### config.mk
export PLATFORM = sky130hd
export DESIGN_NAME = nested_loop_seq_flat
export DESIGN_NICKNAME = d
export VERILOG_FILES = /design/src/rtl/nested_loop_seq_pkg.sv /design/src/rtl/nested_loop_seq_if.sv /design/src/rtl/nested_loop_seq_loop_counter.sv /design/src/rtl/nested_loop_seq.sv /design/src/flat_wrapper.sv
export SDC_FILE = /design/constraint.sdc
export NUM_CORES = 1
export LEC_CHECK = 0
export ABC_AREA = 1
export CAP_MARGIN = 0
export CORE_UTILIZATION = 55
export DETAILED_ROUTE_END_ITERATION = 10
export DONT_BUFFER_PORTS = 1
export PLACE_DENSITY_LB_ADDON = 0.3
export SYNTH_ARGS = -nofsm -noshare
export SYNTH_HDL_FRONTEND = slang
export SYNTH_SLANG_ARGS = --single-unit
### constraint.sdc
create_clock -name clk -period 1.3 [get_ports clk]
set_input_delay 0.195 -clock clk [delete_from_list [all_inputs] [get_ports clk]]
set_output_delay 0.195 -clock clk [all_outputs]
set_load 0.05 [all_outputs]
### src/rtl/nested_loop_seq_pkg.sv
// Shared types for the nested loop sequencer: FSM state encoding and index-width helper.
package nested_loop_pkg;

    typedef enum logic [1:0] {
        IDLE = 2'd0,
        HEAD = 2'd1,
        BODY = 2'd2,
        DONE = 2'd3
    } state_e;

    // An index must be able to hold the value N, hence clog2(N+1); never narrower than 1 bit.
    function automatic int idx_w(input int n);
        return (n + 1 <= 2) ? 1 : $clog2(n + 1);
    endfunction

endpackage

### src/rtl/nested_loop_seq_if.sv
// Control/status bundle between the loop sequencer and its controller.
interface nested_loop_seq_if
    import nested_loop_pkg::*;
#(
    parameter int XW = idx_w(10),
    parameter int YW = idx_w(10),
    parameter int CW = 8
);
    logic          start;
    logic          hold;
    logic          abort;
    logic          busy;
    logic          done;
    logic [XW-1:0] x_idx;
    logic [YW-1:0] y_idx;
    logic [CW-1:0] act1;
    logic [CW-1:0] act2;
    logic          act1_vld;

    modport master (
        output start, hold, abort,
        input  busy, done, x_idx, y_idx, act1, act2, act1_vld
    );

    modport slave (
        input  start, hold, abort,
        output busy, done, x_idx, y_idx, act1, act2, act1_vld
    );
endinterface

### src/rtl/nested_loop_seq_loop_counter.sv
// Modulo-N index counter with synchronous clear (priority over enable) and a last flag.
// Latency: one cycle from en/clr to cnt; last_o is a decode of the current count.
module loop_counter #(
    parameter int N = 10,
    parameter int W = 4
) (
    input  logic         clk,
    input  logic         rst_n,
    input  logic         en_i,
    input  logic         clr_i,
    output logic [W-1:0] cnt_o,
    output logic         last_o
);
    logic [W-1:0] cnt_q;
    logic [W-1:0] cnt_d;

    assign last_o = (cnt_q == W'(N - 1));
    assign cnt_o  = cnt_q;

    always_comb begin
        cnt_d = cnt_q;
        if (clr_i) begin
            cnt_d = '0;
        end else if (en_i) begin
            cnt_d = last_o ? '0 : cnt_q + W'(1);
        end
    end

    always_ff @(posedge clk or negedge rst_n) begin
        if (!rst_n) begin
            cnt_q <= '0;
        end else begin
            cnt_q <= cnt_d;
        end
    end
endmodule

### src/rtl/nested_loop_seq.sv
// Two-level loop sequencer: outer index x, inner index y, act1 snapshots the inner accumulator act2.
// Latency: start to done = OUTER_N*(INNER_N+1)+1 cycles; hold stalls 1:1, abort returns to IDLE next cycle.
module nested_loop_seq
    import nested_loop_pkg::*;
#(
    parameter int OUTER_N = 10,
    parameter int INNER_N = 10,
    parameter int CW      = 8,
    parameter int ORDER   = 0
) (
    input  logic             clk,
    input  logic             rst_n,
    nested_loop_seq_if.slave bus
);
    localparam int XW = idx_w(OUTER_N);
    localparam int YW = idx_w(INNER_N);

    state_e        state_q, state_d;
    logic [CW-1:0] act1_q, act1_d;
    logic [CW-1:0] act2_q, act2_d;
    logic          vld_q, vld_d;

    logic          x_en, x_clr, x_last;
    logic          y_en, y_clr, y_last;
    logic [XW-1:0] x_cnt;
    logic [YW-1:0] y_cnt;

    loop_counter #(.N(OUTER_N), .W(XW)) u_outer (
        .clk    (clk),
        .rst_n  (rst_n),
        .en_i   (x_en),
        .clr_i  (x_clr),
        .cnt_o  (x_cnt),
        .last_o (x_last)
    );

    loop_counter #(.N(INNER_N), .W(YW)) u_inner (
        .clk    (clk),
        .rst_n  (rst_n),
        .en_i   (y_en),
        .clr_i  (y_clr),
        .cnt_o  (y_cnt),
        .last_o (y_last)
    );

    always_comb begin
        state_d = state_q;
        act1_d  = act1_q;
        act2_d  = act2_q;
        vld_d   = 1'b0;
        x_en    = 1'b0;
        x_clr   = 1'b0;
        y_en    = 1'b0;
        y_clr   = 1'b0;

        // Abort beats hold, and the accumulators are deliberately left untouched.
        if (state_q != IDLE && bus.abort) begin
            state_d = IDLE;
            x_clr   = 1'b1;
            y_clr   = 1'b1;
        end else begin
            case (state_q)
                IDLE: begin
                    if (bus.start && !bus.abort) begin
                        state_d = HEAD;
                        x_clr   = 1'b1;
                        y_clr   = 1'b1;
                        act1_d  = '0;
                        act2_d  = '0;
                    end
                end
                HEAD: begin
                    if (!bus.hold) begin
                        if (ORDER == 0) begin
                            act1_d = act2_q;
                            vld_d  = 1'b1;
                        end
                        state_d = BODY;
                    end
                end
                BODY: begin
                    if (!bus.hold) begin
                        act2_d = act2_q + CW'(1);
                        y_en   = 1'b1;
                        if (y_last) begin
                            if (ORDER != 0) begin
                                act1_d = act2_q + CW'(1);
                                vld_d  = 1'b1;
                            end
                            // x wraps to 0 on its final step, so DONE already shows cleared indices.
                            x_en    = 1'b1;
                            state_d = x_last ? DONE : HEAD;
                        end
                    end
                end
                DONE: begin
                    state_d = IDLE;
                    x_clr   = 1'b1;
                    y_clr   = 1'b1;
                end
                default: begin
                    state_d = IDLE;
                end
            endcase
        end
    end

    always_ff @(posedge clk or negedge rst_n) begin
        if (!rst_n) begin
            state_q <= IDLE;
            act1_q  <= '0;
            act2_q  <= '0;
            vld_q   <= 1'b0;
        end else begin
            state_q <= state_d;
            act1_q  <= act1_d;
            act2_q  <= act2_d;
            vld_q   <= vld_d;
        end
    end

    assign bus.busy     = (state_q == HEAD) || (state_q == BODY);
    assign bus.done     = (state_q == DONE);
    assign bus.x_idx    = x_cnt;
    assign bus.y_idx    = y_cnt;
    assign bus.act1     = act1_q;
    assign bus.act2     = act2_q;
    assign bus.act1_vld = vld_q;
endmodule

### src/flat_wrapper.sv
// flat-port wrapper written by rule: the top's interface ports become plain ports
module nested_loop_seq_flat import nested_loop_pkg::*;
#(
    parameter int OUTER_N = 10,
    parameter int INNER_N = 10,
    parameter int CW      = 8,
    parameter int ORDER   = 0
)
  (clk, rst_n, bus_start, bus_hold, bus_abort, bus_busy, bus_done, bus_x_idx, bus_y_idx, bus_act1, bus_act2, bus_act1_vld);
  nested_loop_seq_if #(.XW(4), .YW(4), .CW(CW)) bus_i ();
  input  logic clk;
  input  logic rst_n;
  input wire logic [$bits(bus_i.start)-1:0] bus_start;
  input wire logic [$bits(bus_i.hold)-1:0] bus_hold;
  input wire logic [$bits(bus_i.abort)-1:0] bus_abort;
  output wire logic [$bits(bus_i.busy)-1:0] bus_busy;
  output wire logic [$bits(bus_i.done)-1:0] bus_done;
  output wire logic [$bits(bus_i.x_idx)-1:0] bus_x_idx;
  output wire logic [$bits(bus_i.y_idx)-1:0] bus_y_idx;
  output wire logic [$bits(bus_i.act1)-1:0] bus_act1;
  output wire logic [$bits(bus_i.act2)-1:0] bus_act2;
  output wire logic [$bits(bus_i.act1_vld)-1:0] bus_act1_vld;
  assign bus_i.start = bus_start;
  assign bus_i.hold = bus_hold;
  assign bus_i.abort = bus_abort;
  assign bus_busy = bus_i.busy;
  assign bus_done = bus_i.done;
  assign bus_x_idx = bus_i.x_idx;
  assign bus_y_idx = bus_i.y_idx;
  assign bus_act1 = bus_i.act1;
  assign bus_act2 = bus_i.act2;
  assign bus_act1_vld = bus_i.act1_vld;
  nested_loop_seq #(.OUTER_N(OUTER_N), .INNER_N(INNER_N), .CW(CW), .ORDER(ORDER)) u_core (.clk(clk), .rst_n(rst_n), .bus(bus_i));
endmodule
==> results.py <==
metrics = {
    "status": {
        "outcome": "finished, violations left",
        "violations": "negative setup slack",
    },
    "cts": {
        "cts.sinks": 27,
        "cts_buffer_depth": 2,
        "clk_latency_ns": 0.34,
        "path_clk_slew_ns": 0.16,
        "numCtsBuffers": 3,
        "cts-htree-levels": 1,
        "cts_tree": "done",
        "cts_root_buf": "clkbuf_4",
    },
    "final_layout": {
        "finalNetCount": 283,
        "n_antenna_cell": 0,
        "multi_input_comb_area_um2": 984.7,
        "area_delta_synth_final_pct": 45.46,
        "fin_util_pct": 84.35,
        "seq_area_um2": 685.7,
        "drive_gt1_share_pct": 42.32,
        "nFillCells": 158,
    },
    "floorplanning": {
        "rows": 19,
        "start_util_pct": 57.99,
        "core_um2": 2758,
        "io_pins": 32,
        "die_y_um": 55.92,
        "die_w_um": 55.92,
        "dieArea_um2": 3127,
    },
    "critical_path": {
        "path_max_fanout": 7,
        "critPathLaunchType": "flop",
        "startpoint": "u_core.state_q[0]",
        "arrival_ns": 1.85,
        "required_ns": 1.59,
        "endpoint_kind": "flop",
        "critical_path_class": "reg2reg",
        "r2r-start": "u_core.state_q[0]",
    },
    "pwr": {
        "p_comb_share_pct": 65.7,
        "power_leakage_nw": 1.163,
        "seq_power_share_pct": 25.5,
        "p_int_mw": 2.334,
        "clkPwrFrac_pct": 8.8,
        "p_switching_mw": 2.179,
        "swShare_pct": 48.28,
        "ir_drop_uv": 2132,
        "powerDensity_nw_per_um2": 1940,
    },
    "timing": {
        "fmax_mhz": 642.6,
        "clock_skew_ns": 0.004722,
        "worst_slack_ns": -0.2562,
        "fin_crit_sh_pct": 119.7,
        "tightest_slew_ns": 0.4931,
        "rsz0062_at_grt": "yes",
        "finalCriticalPeriod_ns": 1.556,
        "fin_hold_ws_ns": 0.04022,
        "final_hold_viol_count": 0,
        "drv_slew": 0,
        "relSlewSlack_pct": 67.13,
        "setup_violations": 30,
    },
    "global_route": {
        "antenna_found_initial": 0,
        "grt_max_degree": 28,
        "grt_pass1_vias": 1539,
        "grt_pass1_wl_mm": 7.038,
        "grt_usage_pct": 28.78,
        "gr-total-overflow": 0,
    },
    "route": {
        "dr.pass1.iters": 6,
        "vias": 1709,
        "drt_iter0_drc": 130,
        "vias_per_cell": 5.735,
        "ant_nets": 0,
        "finalWirelength_mm": 5.042,
        "routedWlPerCell_um": 16.92,
        "drc": 0,
    },
    "yosys": {
        "syn_nets": 224,
        "ys_types": 20,
        "synthXorXnorAreaFrac_pct": 1.095,
        "netlist_area_um2": 1599,
        "synthAdderAreaFrac_pct": 7.825,
        "muxShareOfSynthArea_pct": 0,
        "synth_seq_area_share_pct": 42.25,
        "syn_area_per_cell_um2": 7.651,
        "yosysTopAreaCell": "dfrtp_1",
        "synth-compound-area-share_pct": 9.077,
        "synth_area_leaders": "dfrtp_1, nand2_1, ha_1",
        "synthCells": 209,
        "synth.top_cell.area_share_pct": 42.25,
        "synth.ff_latch_count": 27,
        "synth-simple-area-share_pct": 32.24,
        "synth_top_family_by_area": "simple AND/OR/NAND/NOR gates",
        "yosysWarnings": 0,
    },
    "placed_design": {
        "place.gp.congestion": 0.8988,
        "port_buffers": 0,
        "dpl.hpwl_mm": 2.982,
    },
    "min_path": {
        "worstHoldStart": "bus_hold",
        "min_path_type": "in2reg",
    },
    "run": {
        "cap_violations": 0,
    },
}
-- cell usage after synthesis --
| master | instances |
|---|---|
| ha_1 | 10 |
| inv_2 | 3 |
| xnor2_1 | 1 |
| nand2_2 | 4 |
| or2_2 | 1 |
| nand3_1 | 23 |
| xor2_1 | 1 |
| nor2_4 | 3 |
| o21ai_0 | 15 |
| buf_4 | 1 |
| o21ai_2 | 1 |
| a21oi_1 | 7 |
| nand4_1 | 6 |
| buf_6 | 1 |
| nand2_1 | 58 |
| nor2_2 | 2 |
| dfrtp_1 | 27 |
| nor2_1 | 18 |
| inv_1 | 24 |
| a21oi_2 | 3 |
-- area by class of cell --
| class | count | share of cell area [%] |
|---|---|---|
| clock inverter | 1 | 0.3228 |
| timing repair buffer | 55 | 20.66 |
| clock buffer | 3 | 0.9683 |
| multi-input combinational | 154 | 42.33 |
| sequential | 27 | 29.48 |
| inverter | 27 | 4.572 |
| tap | 31 | 1.668 |
-- per-stage QoR --
step                setup TNS [ns]  std cells  instance area, um^2  setup WS, ns  total power, mW
global placement            -2.321        283                 2017       -0.1700            3.259
global route                -6.476        298                 2326       -0.2970            4.727
CTS                         -3.414        295                 2237       -0.2117            4.123
detailed placement          -3.563        283                 2017       -0.2067            3.347
floorplan                   -1.451        209                 1663       -0.1063            2.604
finish                      -5.237        298                 2326       -0.2562            4.513
-- critical path, cell delays in order (launching register included) --
cell	delay [ns]
dfrtp_1	0.43
inv_2	0.12
ha_4	0.21
inv_4	0.05
nand2_4	0.08
nand2_4	0.08
nor2_4	0.22
buf_4	0.15
a21oi_2	0.04
nor2_1	0.11
-- power groups by stage --
stage | clock (mW) | combinational, mW | sequential (mW)
after CTS | 0.386 | 2.60 | 1.13
after floorplan | 0 | 1.25 | 1.35
after global placement | 0 | 2.11 | 1.15
after global routing | 0.423 | 3.15 | 1.16
after detailed placement | 0 | 2.19 | 1.16
final | 0.399 | 2.96 | 1.15
-- metal layers --
| metal | wire length (um) | track usage, % | vias up |
|---|---|---|---|
| li1 | - | - | 790 |
| met1 | 1990 | 35.41 | 813 |
| met2 | 2559 | 49.23 | 83 |
| met3 | 333 | 6.977 | 23 |
| met4 | 159 | 10.45 | 0 |
| met5 | 0 | 0 | - |
-- path summary, 6_finish.rpt --
kind / end / slack, ns / cells after the start
setup reg to reg: u_core.bus.act2[2] / -0.26 / 9
hold reg to reg: u_core.bus.act2[7] / 0.57 / 2
setup / recovery: u_core.bus.act2[2] / -0.26 / 9
min in group asynchronous: u_core.bus.act1_vld / 0.27 / 2
hold / removal: u_core.bus.act1_vld / 0.04 / 3
max in group asynchronous: u_core.state_q[1] / 0.86 / 2
-- timing repair --
item,in CTS,in global routing
gates resized for setup,34,23
cloned,1,0
hold buffers,2,0
buffers inserted,5,4
pin swaps,7,15
hold endpoints to repair,27,0
setup endpoints to repair,29,34
-- state kept, by name, indices dropped and copies added (netlist names) --
register	count
u_core.bus.act1	8
u_core.bus.act2	8
u_core.u_inner.cnt_o	4
u_core.u_outer.cnt_o	4
u_core.state_q	2
u_core.bus.act1_vld	1
-- cells in the final DEF (no fill, tap or decap) --
cell type / Yosys / final
ha_1: 10 / 4
nand2_2: 4 / 6
buf_4: 1 / 41
nand3_1: 23 / 22
inv_2: 3 / 5
clkinvlp_4: 0 / 1
nand2_4: 0 / 7
inv_1: 24 / 20
inv_4: 0 / 2
buf_12: 0 / 1
nor2_1: 18 / 17
xor2_1: 1 / 1
dfrtp_2: 0 / 8
nor2_4: 3 / 6
dfrtp_1: 27 / 19
a21oi_2: 3 / 8
o21ai_0: 15 / 7
clkbuf_4: 0 / 3
nor2_2: 2 / 1
or2_4: 0 / 1
ha_4: 0 / 4
xnor2_1: 1 / 1
nand2_1: 58 / 49
dlygate4sd3_1: 0 / 1
buf_6: 1 / 10
buf_8: 0 / 2
ha_2: 0 / 2
o21ai_4: 0 / 1
nand4_1: 6 / 6
o21ai_1: 0 / 5
nand3_2: 0 / 1
a21oi_1: 7 / 2
o21ai_2: 1 / 3
-- logic make-up after synthesis --
logic type / after synthesis
AO/OA/AOI/OAI: 26
XOR/XNOR: 2
adder cells (fa/ha/maj): 10
buffers and inverters: 29
flip-flops: 27
AND/OR/NAND/NOR: 115
(Power assumes the default switching activity.)
